--- config.mk ---
export PLATFORM = sky130hd
export DESIGN_NAME = sd_sector_server
export DESIGN_NICKNAME = d
export VERILOG_FILES = /design/src/rtl/sd_sector_server.sv
export SDC_FILE = /design/constraint.sdc
export NUM_CORES = 1
export LEC_CHECK = 0
export ABC_AREA = 1
export CAP_MARGIN = 20
export CORE_UTILIZATION = 45
export DETAILED_ROUTE_END_ITERATION = 12
export PLACE_DENSITY = 0.86
export SLEW_MARGIN = 15
export SYNTH_ARGS = -nofsm -noshare
export SYNTH_HDL_FRONTEND = slang
export SYNTH_SLANG_ARGS = --single-unit
--- constraint.sdc ---
create_clock -name clk_sys -period 1.8 [get_ports clk_sys]
set_input_delay 0.54 -clock clk_sys [delete_from_list [all_inputs] [get_ports clk_sys]]
set_output_delay 0.54 -clock clk_sys [all_outputs]
set_load 0.01 [all_outputs]
--- src/rtl/sd_sector_server.sv ---
// sd_sector_server: serves 512-byte sectors between a core's sector buffer
// (sd_* handshake, 16-bit words, 256 per sector) and a word-addressed backing
// memory (mem_* request/ready handshake).
//
// Ports
//   clk_sys, reset_n         clock, asynchronous active-low reset
//   sd_lba, sd_rd, sd_wr     request from the core (levels, sampled in IDLE)
//   sd_ack                   high for the whole sector transfer
//   sd_buff_addr/dout/wr     word index, data and write strobe into the core buffer
//   sd_buff_din              core buffer read data (registered by the core)
//   mem_addr/rd/we/wdata     backing memory request, held until mem_ready
//   mem_rdata, mem_ready     backing memory response
//   busy, err                FSM not idle; sticky out-of-range flag
//
// state   | meaning
// IDLE    | waiting for sd_rd / sd_wr
// DELAY   | counting down to sd_ack rise
// RD_MEM  | backing read outstanding
// RD_PUT  | one-cycle write strobe into the core buffer
// WR_ADDR | buffer address presented
// WR_WAIT | waiting for buffer read data
// WR_MEM  | backing write outstanding
// DONE    | sd_ack low, transfer finished
// GAP     | one dead cycle so a released request is not re-accepted
module sd_sector_server #(
    parameter int LBA_BITS  = 6,
    parameter int ACK_DELAY = 4
) (
    input  logic                  clk_sys,
    input  logic                  reset_n,
    input  logic [31:0]           sd_lba,
    input  logic                  sd_rd,
    input  logic                  sd_wr,
    output logic                  sd_ack,
    output logic [7:0]            sd_buff_addr,
    output logic [15:0]           sd_buff_dout,
    output logic                  sd_buff_wr,
    input  logic [15:0]           sd_buff_din,
    output logic [LBA_BITS+7:0]   mem_addr,
    output logic                  mem_rd,
    output logic                  mem_we,
    output logic [15:0]           mem_wdata,
    input  logic [15:0]           mem_rdata,
    input  logic                  mem_ready,
    output logic                  busy,
    output logic                  err
);

    localparam logic [3:0] S_IDLE    = 4'd0;
    localparam logic [3:0] S_DELAY   = 4'd1;
    localparam logic [3:0] S_RD_MEM  = 4'd2;
    localparam logic [3:0] S_RD_PUT  = 4'd3;
    localparam logic [3:0] S_WR_ADDR = 4'd4;
    localparam logic [3:0] S_WR_WAIT = 4'd5;
    localparam logic [3:0] S_WR_MEM  = 4'd6;
    localparam logic [3:0] S_DONE    = 4'd7;
    localparam logic [3:0] S_GAP     = 4'd8;

    // Down-counter terminal count at 0: ACK_DELAY edges from acceptance to sd_ack.
    localparam logic [7:0] DLY_INIT = 8'(ACK_DELAY - 1);

    logic [3:0]          state_q, state_d;
    logic [7:0]          cnt_q, cnt_d;
    logic [7:0]          idx_q, idx_d;
    logic [LBA_BITS-1:0] lba_q, lba_d;
    logic                is_wr_q, is_wr_d;
    logic                oor_q, oor_d;
    logic                ack_q, ack_d;
    logic [7:0]          baddr_q, baddr_d;
    logic [15:0]         bdout_q, bdout_d;
    logic                bwr_q, bwr_d;
    logic [15:0]         wdata_q, wdata_d;
    logic                err_q, err_d;
    logic                req_oor;

    assign req_oor = (sd_lba >> LBA_BITS) != 32'd0;

    always_comb begin
        state_d = state_q;
        cnt_d   = cnt_q;
        idx_d   = idx_q;
        lba_d   = lba_q;
        is_wr_d = is_wr_q;
        oor_d   = oor_q;
        ack_d   = ack_q;
        baddr_d = baddr_q;
        bdout_d = bdout_q;
        bwr_d   = 1'b0;
        wdata_d = wdata_q;
        err_d   = err_q;
        case (state_q)
            S_IDLE: begin
                if (sd_rd || sd_wr) begin
                    lba_d   = sd_lba[LBA_BITS-1:0];
                    is_wr_d = !sd_rd;
                    oor_d   = req_oor;
                    err_d   = err_q | req_oor;
                    cnt_d   = DLY_INIT;
                    state_d = S_DELAY;
                end
            end
            S_DELAY: begin
                if (cnt_q == 8'd0) begin
                    ack_d = 1'b1;
                    idx_d = 8'd0;
                    if (is_wr_q) begin
                        baddr_d = 8'd0;
                        state_d = S_WR_ADDR;
                    end else begin
                        state_d = S_RD_MEM;
                    end
                end else begin
                    cnt_d = cnt_q - 8'd1;
                end
            end
            S_RD_MEM: begin
                // Out-of-range sectors read as zeros without touching memory.
                if (oor_q || mem_ready) begin
                    bdout_d = oor_q ? 16'h0000 : mem_rdata;
                    baddr_d = idx_q;
                    bwr_d   = 1'b1;
                    state_d = S_RD_PUT;
                end
            end
            S_RD_PUT: begin
                if (idx_q == 8'hFF) begin
                    ack_d   = 1'b0;
                    state_d = S_DONE;
                end else begin
                    idx_d   = idx_q + 8'd1;
                    state_d = S_RD_MEM;
                end
            end
            S_WR_ADDR: state_d = S_WR_WAIT;
            S_WR_WAIT: begin
                // Second edge after sd_buff_addr changed: buffer data has settled.
                if (!oor_q) wdata_d = sd_buff_din;
                state_d = S_WR_MEM;
            end
            S_WR_MEM: begin
                if (oor_q || mem_ready) begin
                    if (idx_q == 8'hFF) begin
                        ack_d   = 1'b0;
                        state_d = S_DONE;
                    end else begin
                        idx_d   = idx_q + 8'd1;
                        baddr_d = idx_q + 8'd1;
                        state_d = S_WR_ADDR;
                    end
                end
            end
            S_DONE:  state_d = S_GAP;
            S_GAP:   state_d = S_IDLE;
            default: state_d = S_IDLE;
        endcase
    end

    always_ff @(posedge clk_sys or negedge reset_n) begin
        if (!reset_n) begin
            state_q <= S_IDLE;
            cnt_q   <= '0;
            idx_q   <= '0;
            lba_q   <= '0;
            is_wr_q <= 1'b0;
            oor_q   <= 1'b0;
            ack_q   <= 1'b0;
            baddr_q <= '0;
            bdout_q <= '0;
            bwr_q   <= 1'b0;
            wdata_q <= '0;
            err_q   <= 1'b0;
        end else begin
            state_q <= state_d;
            cnt_q   <= cnt_d;
            idx_q   <= idx_d;
            lba_q   <= lba_d;
            is_wr_q <= is_wr_d;
            oor_q   <= oor_d;
            ack_q   <= ack_d;
            baddr_q <= baddr_d;
            bdout_q <= bdout_d;
            bwr_q   <= bwr_d;
            wdata_q <= wdata_d;
            err_q   <= err_d;
        end
    end

    assign sd_ack       = ack_q;
    assign sd_buff_addr = baddr_q;
    assign sd_buff_dout = bdout_q;
    assign sd_buff_wr   = bwr_q;
    assign mem_addr     = {lba_q, idx_q};
    assign mem_rd       = (state_q == S_RD_MEM) && !oor_q;
    assign mem_we       = (state_q == S_WR_MEM) && !oor_q;
    assign mem_wdata    = wdata_q;
    assign busy         = (state_q != S_IDLE);
    assign err          = err_q;

endmodule

# Word level (Yosys, flattened, before mapping)
# Cells that the tools add are included.
[op_classes]
n_mul = 0
n_div = 0
bitwise = 2
add_sub_neg = 2
eq_ne = 15
n_reduce_logical = 20
muxes = 28
n_shift = 0
n_lt_le_gt_ge = 0
[ops]
columns = ["operator", "n"]
rows = [
  ["2-to-1 mux 8 bit", 10],
  ["case mux 8 bit (3 select lines)", 2],
  ["case mux 4 bit (8 select lines)", 1],
  ["nonzero test 32 bit", 1],
  ["equality test 4 x 3 -> 1 bit, second input constant", 4],
  ["2-to-1 mux 16 bit", 1],
  ["2-to-1 mux 4 bit", 4],
  ["case mux 8 bit (2 select lines)", 1],
  ["!= test 2 bit, second input constant", 7],
  ["adder 8 x 1 -> 8 bit, second input constant", 1],
  ["equality test 4 x 2 -> 1 bit, second input constant", 2],
  ["equality test 8 bit, second input constant", 1],
  ["zero test 8 bit", 1],
  ["subtractor 8 x 1 -> 8 bit, second input constant", 1],
  ["2-to-1 mux 3 bit", 2],
  ["AND reduction 2 bit", 3],
  ["AND reduction 3 bit", 2],
  ["AND reduction 6 bit", 1],
  ["nonzero test 3 bit", 2],
  ["2-to-1 mux 1 bit", 5],
  ["equality test 4 x 1 -> 1 bit, second input constant", 1],
  ["zero test 4 bit", 1],
  ["AND reduction 4 bit", 1],
  ["nonzero test 4 bit", 1],
  ["other kinds (8)", 11],
]
[word_totals]
ramBits = 0
ff_bits = 71
memories = 0
latch_bits = 0
romBits = 0

# Logic depth before layout (Yosys ltp)
[logic_depth]
ltp_word = 4
mapped_depth = 11
ltp_nobuf = 11

# Worst setup path before layout
# Ideal clock, no wire load.
[synth_timing]
path_type = "reg2out"
startpoint = "register state_q[0]"
endpoint = "output port mem_rd"
t_required_ns = 1.260
stages_incl_launch_ff = 6
slack_ns = 0.202
arrival_ns = 1.058
path_buffers = 0
cell_sequence = "dfrtp_1 > inv_2 > nand2_4 > nor2_4 > inv_2 > nor2_1"
[synth_between]
elab_chain_cells = 2
[synth_rtl]
columns = ["element", "line", "source"]
rows = [
  ["start, declared", "62", "logic [3:0] state_q, state_d;"],
  ["start signal, assigned", "173", "state_q <= state_d;"],
  ["equality test 4 x 2 -> 1 bit", "193", "assign mem_rd = (state_q == S_RD_MEM) && !oor_q;"],
  ["logical AND 1 bit", "193", ""],
  ["end, declared", "40", "output logic mem_rd,"],
]
# No other way between the ends.

# Final worst setup path
# Same ends and word-level chain as after synthesis.

==> results.md <==
* Pwr dens at 573 nW/um2
* Most frequent cells in the layout: nand2_1 (158), clkdlybuf4s50_1 (72), dfrtp_1 (68), nand3_1 (39)
* Vias at 3554
* Worst Skew at 0.00749 ns
* RSZ-0062 raised after global routing: true
* Reg power frac at 50.7%
* GRT Util Overall at 24.3%
* Worst Setup End Kind: output pin
* I/O Buffers at 128
* Final Max Slew Viols at 0
* Full die area at 8370 um2
* Final setup violation count at 2
* DRC viols at 0
* Mapped Area at 3600 um2
* Num CTS Buffers at 9
* Pre-CTS WS at -0.200 ns
* I/O pins at 129
* Number of nets in the final layout at 669
* Reg2reg path depth at 7
* # H-tree levels at 3
* Synthesis-stage register bit count at 71
* Upper clock frequency limit at 538 MHz
* Post-synth EDFFs at 0
* Initial antenna violation count at 0
* GPL Wtd Cong at 0.891
* Worst Path Class, Setup: reg2out
* Clk_lat worst skew at 0.34 ns
* P_int at 2.48 mW
* Most common cell after layout, fill and taps aside: nand2_1
* Post-Route WL at 9.75 mm
* Worst-path clk slew at 0.08 ns
* Yosys warnings at 0
* Total power at 3.20 mW
* Starting Density at 46.6%
* Slew margin rel. at 69.9%
* CTS Root Cell: clkbuf_8
* Main synth FF type: dfrtp_1
* Net Sw Frac at 22.5%
* Pin count of the biggest net entering global routing at 72
* CP required at 1.26 ns
* FILL cells at 547
* CP Max Fanout at 3
* Height of the die at 91.5 um
* Syn-to-layout area delta at 55.1%
* Avg WL per Cell at 13.9 um
* Unique masters post-synth at 32
* Die W at 91.5 um
* Portion of total power attributed to combinational logic at 8.4%
* First-pass DRT Iterations at 5
* Hpwl dp at 6.99 mm
* FF-to-FF setup slack at 0.10 ns
* CTS Hold Bufs at 0
* CTS tree: yes
* Static Leak at 3.29 nW
* Clk sinks at 71
* Worst slew pin tran at 0.450 ns
* Rows at 32
* Startpoint Class: register
* Core area at 7730 um2
* Failing checks: setup timing
* Worst hold path type: in2async
* Final Critical Period at 1.86 ns
* DRT antenna net count at 0
* Fraction of registers with async set or reset after synthesis at 100%
* Max VDD drop at 0.470 mV
* Synth Instances at 425
* Switch Pwr at 720 uW
* Period utilization at 103%
* Initial DRC count at 195
* Syn nets at 497
* First-pass GRT wire length at 16.2 mm
* Max-Cap Viols at 0
* Status: finished, violations left
* Grt ovf at 0
* Avg Synthesized Cell Area at 8.48 um2
* R2r endpoint: sd_buff_addr[7]$_DFFE_PN0P_
* Reg-to-reg startpoint: cnt_q[1]$_DFFE_PN0P_
* Fraction of layout cells with a size suffix above 1 at 18.6%
* Number of global-route vias before repair at 3559
* Clock tree buffer depth at 2
* Sequential fraction of the synthesis area at 49.3%
* Final Hold Vio Count at 0
* DR vias/cell at 5.05
* CP Data Arrival Time at 1.32 ns
* Setup ws final at -0.0599 ns
* Diodes inserted at 0
* Clock power share at 40.9%
==> cells in the mapped netlist (2+ instances only) <==
library cell  number  area [um2]
o211ai_1           2        15.0
clkbuf_1           2        7.51
nand4_2            2        25.0
inv_2              5        18.8
mux2_2             6        67.6
nand4_1            2        12.5
nand2_4            4        45.0
o22ai_1            3        18.8
ha_1               3        37.5
inv_4              2        12.5
xor2_1             3        26.3
o21ai_0            9        45.0
nand3_1           40         200
nor2_2             3        18.8
a21oi_1            5        25.0
nand3b_1           6        45.0
inv_1             27         101
buf_6              3        33.8
nand2_1          160         601
nand2_2            2        12.5
mux2_4            10         150
o21ai_1            2        10.0
nor2_4             6        67.6
dfrtp_1           71        1780
nor2_1            40         150
==> per-layer routing <==
layer	GRT usage, %	up-vias	share of wire [%]	wire length, um
met5	0	-	0	0
met4	10.7	0	2.7	263
met3	5.19	29	6.7	657
met2	40.8	163	50	4920
met1	29.9	1654	40	3920
li1	-	1708	-	-
==> worst max-delay path: stages (launching register included) <==
cell and delay (ns):
dfrtp_2 0.45, inv_2 0.09, nand2_4 0.06, nor2_4 0.12, inv_2 0.05, nor2_2 0.07
buf_2 0.14
==> cell type report <==
type	count	area [um2]	share of cell area [%]
Multi-Input combinational cell	314	1680	30.1
Inverter	35	136	2.44
Sequential cell	71	1780	31.9
Clock buffer	10	138	2.46
Clock inverter	6	68.8	1.23
Timing Repair Buffer	166	1650	29.6
Tap cell	102	128	2.28
==> how the worst max path moves through the flow <==
stage                                start                     endpoint  slack (ns)  cells after the start
finish              state_q[0]$_DFFE_PN0P_                       mem_rd       -0.06                      6
global route        state_q[0]$_DFFE_PN0P_                       mem_rd       -0.14                      6
CTS                 state_q[3]$_DFFE_PN0P_                       mem_rd       -0.07                      6
detailed placement               mem_ready  sd_buff_addr[7]$_DFFE_PN0P_       -0.20                      7
global placement                 mem_ready       state_q[0]$_DFFE_PN0P_       -0.16                      7
floorplan           state_q[0]$_DFFE_PN0P_                       mem_rd        0.20                      5
==> per-stage QoR <==
| step | instance area [um2] | std cells | hold slack, ns | util [%] | TNS, ns |
|---|---|---|---|---|---|
| finish | 5590 | 704 | 0.218 | 72.3 | -0.0657 |
| global route | 5590 | 704 | 0.236 | 72.3 | -0.251 |
| CTS | 5450 | 702 | 0.225 | 70.5 | -0.0744 |
| detailed placement | 5200 | 680 | 0.458 | 67.3 | -4.06 |
| global placement | 5200 | 680 | 0.450 | 67.3 | -2.98 |
| floorplan | 3600 | 425 | 0.244 | - | 0 |
==> power by group through the flow <==
stage          clock (mW)  combinational, mW  sequential [mW]
6_report             1.31              0.268             1.62
5_1_grt              1.41              0.292             1.63
4_1_cts              1.33              0.275             1.62
3_5_place_dp            0              0.274             1.65
3_3_place_gp            0              0.269             1.65
2_1_floorplan           0             0.0370             1.66
==> logic make-up after synthesis <==
group           synth area share [%]
fa+ha+maj                       1.04
buf+inv                         4.93
mux                             6.04
flops                           49.3
simple gates                    33.9
xor+xnor                       0.973
compound gates                  3.82
==> flip-flops by register name, summed over array words and instances (netlist names) <==
| register | count |
|---|---|
| err | 1 |
| state_q | 4 |
| lba_q | 6 |
| mem_wdata | 16 |
| sd_buff_wr | 1 |
| sd_ack | 1 |
| sd_buff_addr | 8 |
| sd_buff_dout | 16 |
| cnt_q | 8 |
| oor_q | 1 |
| idx_q | 8 |
| is_wr_q | 1 |
==> repair_timing <==
item                                    4_1_cts  5_1_grt
setup buffers                                 6        3
pin swaps                                     1        5
gates cloned                                  0        0
endpoints found under the setup margin       21       56
resized for setup                            35       45
Power figures use the tool's default switching activity.
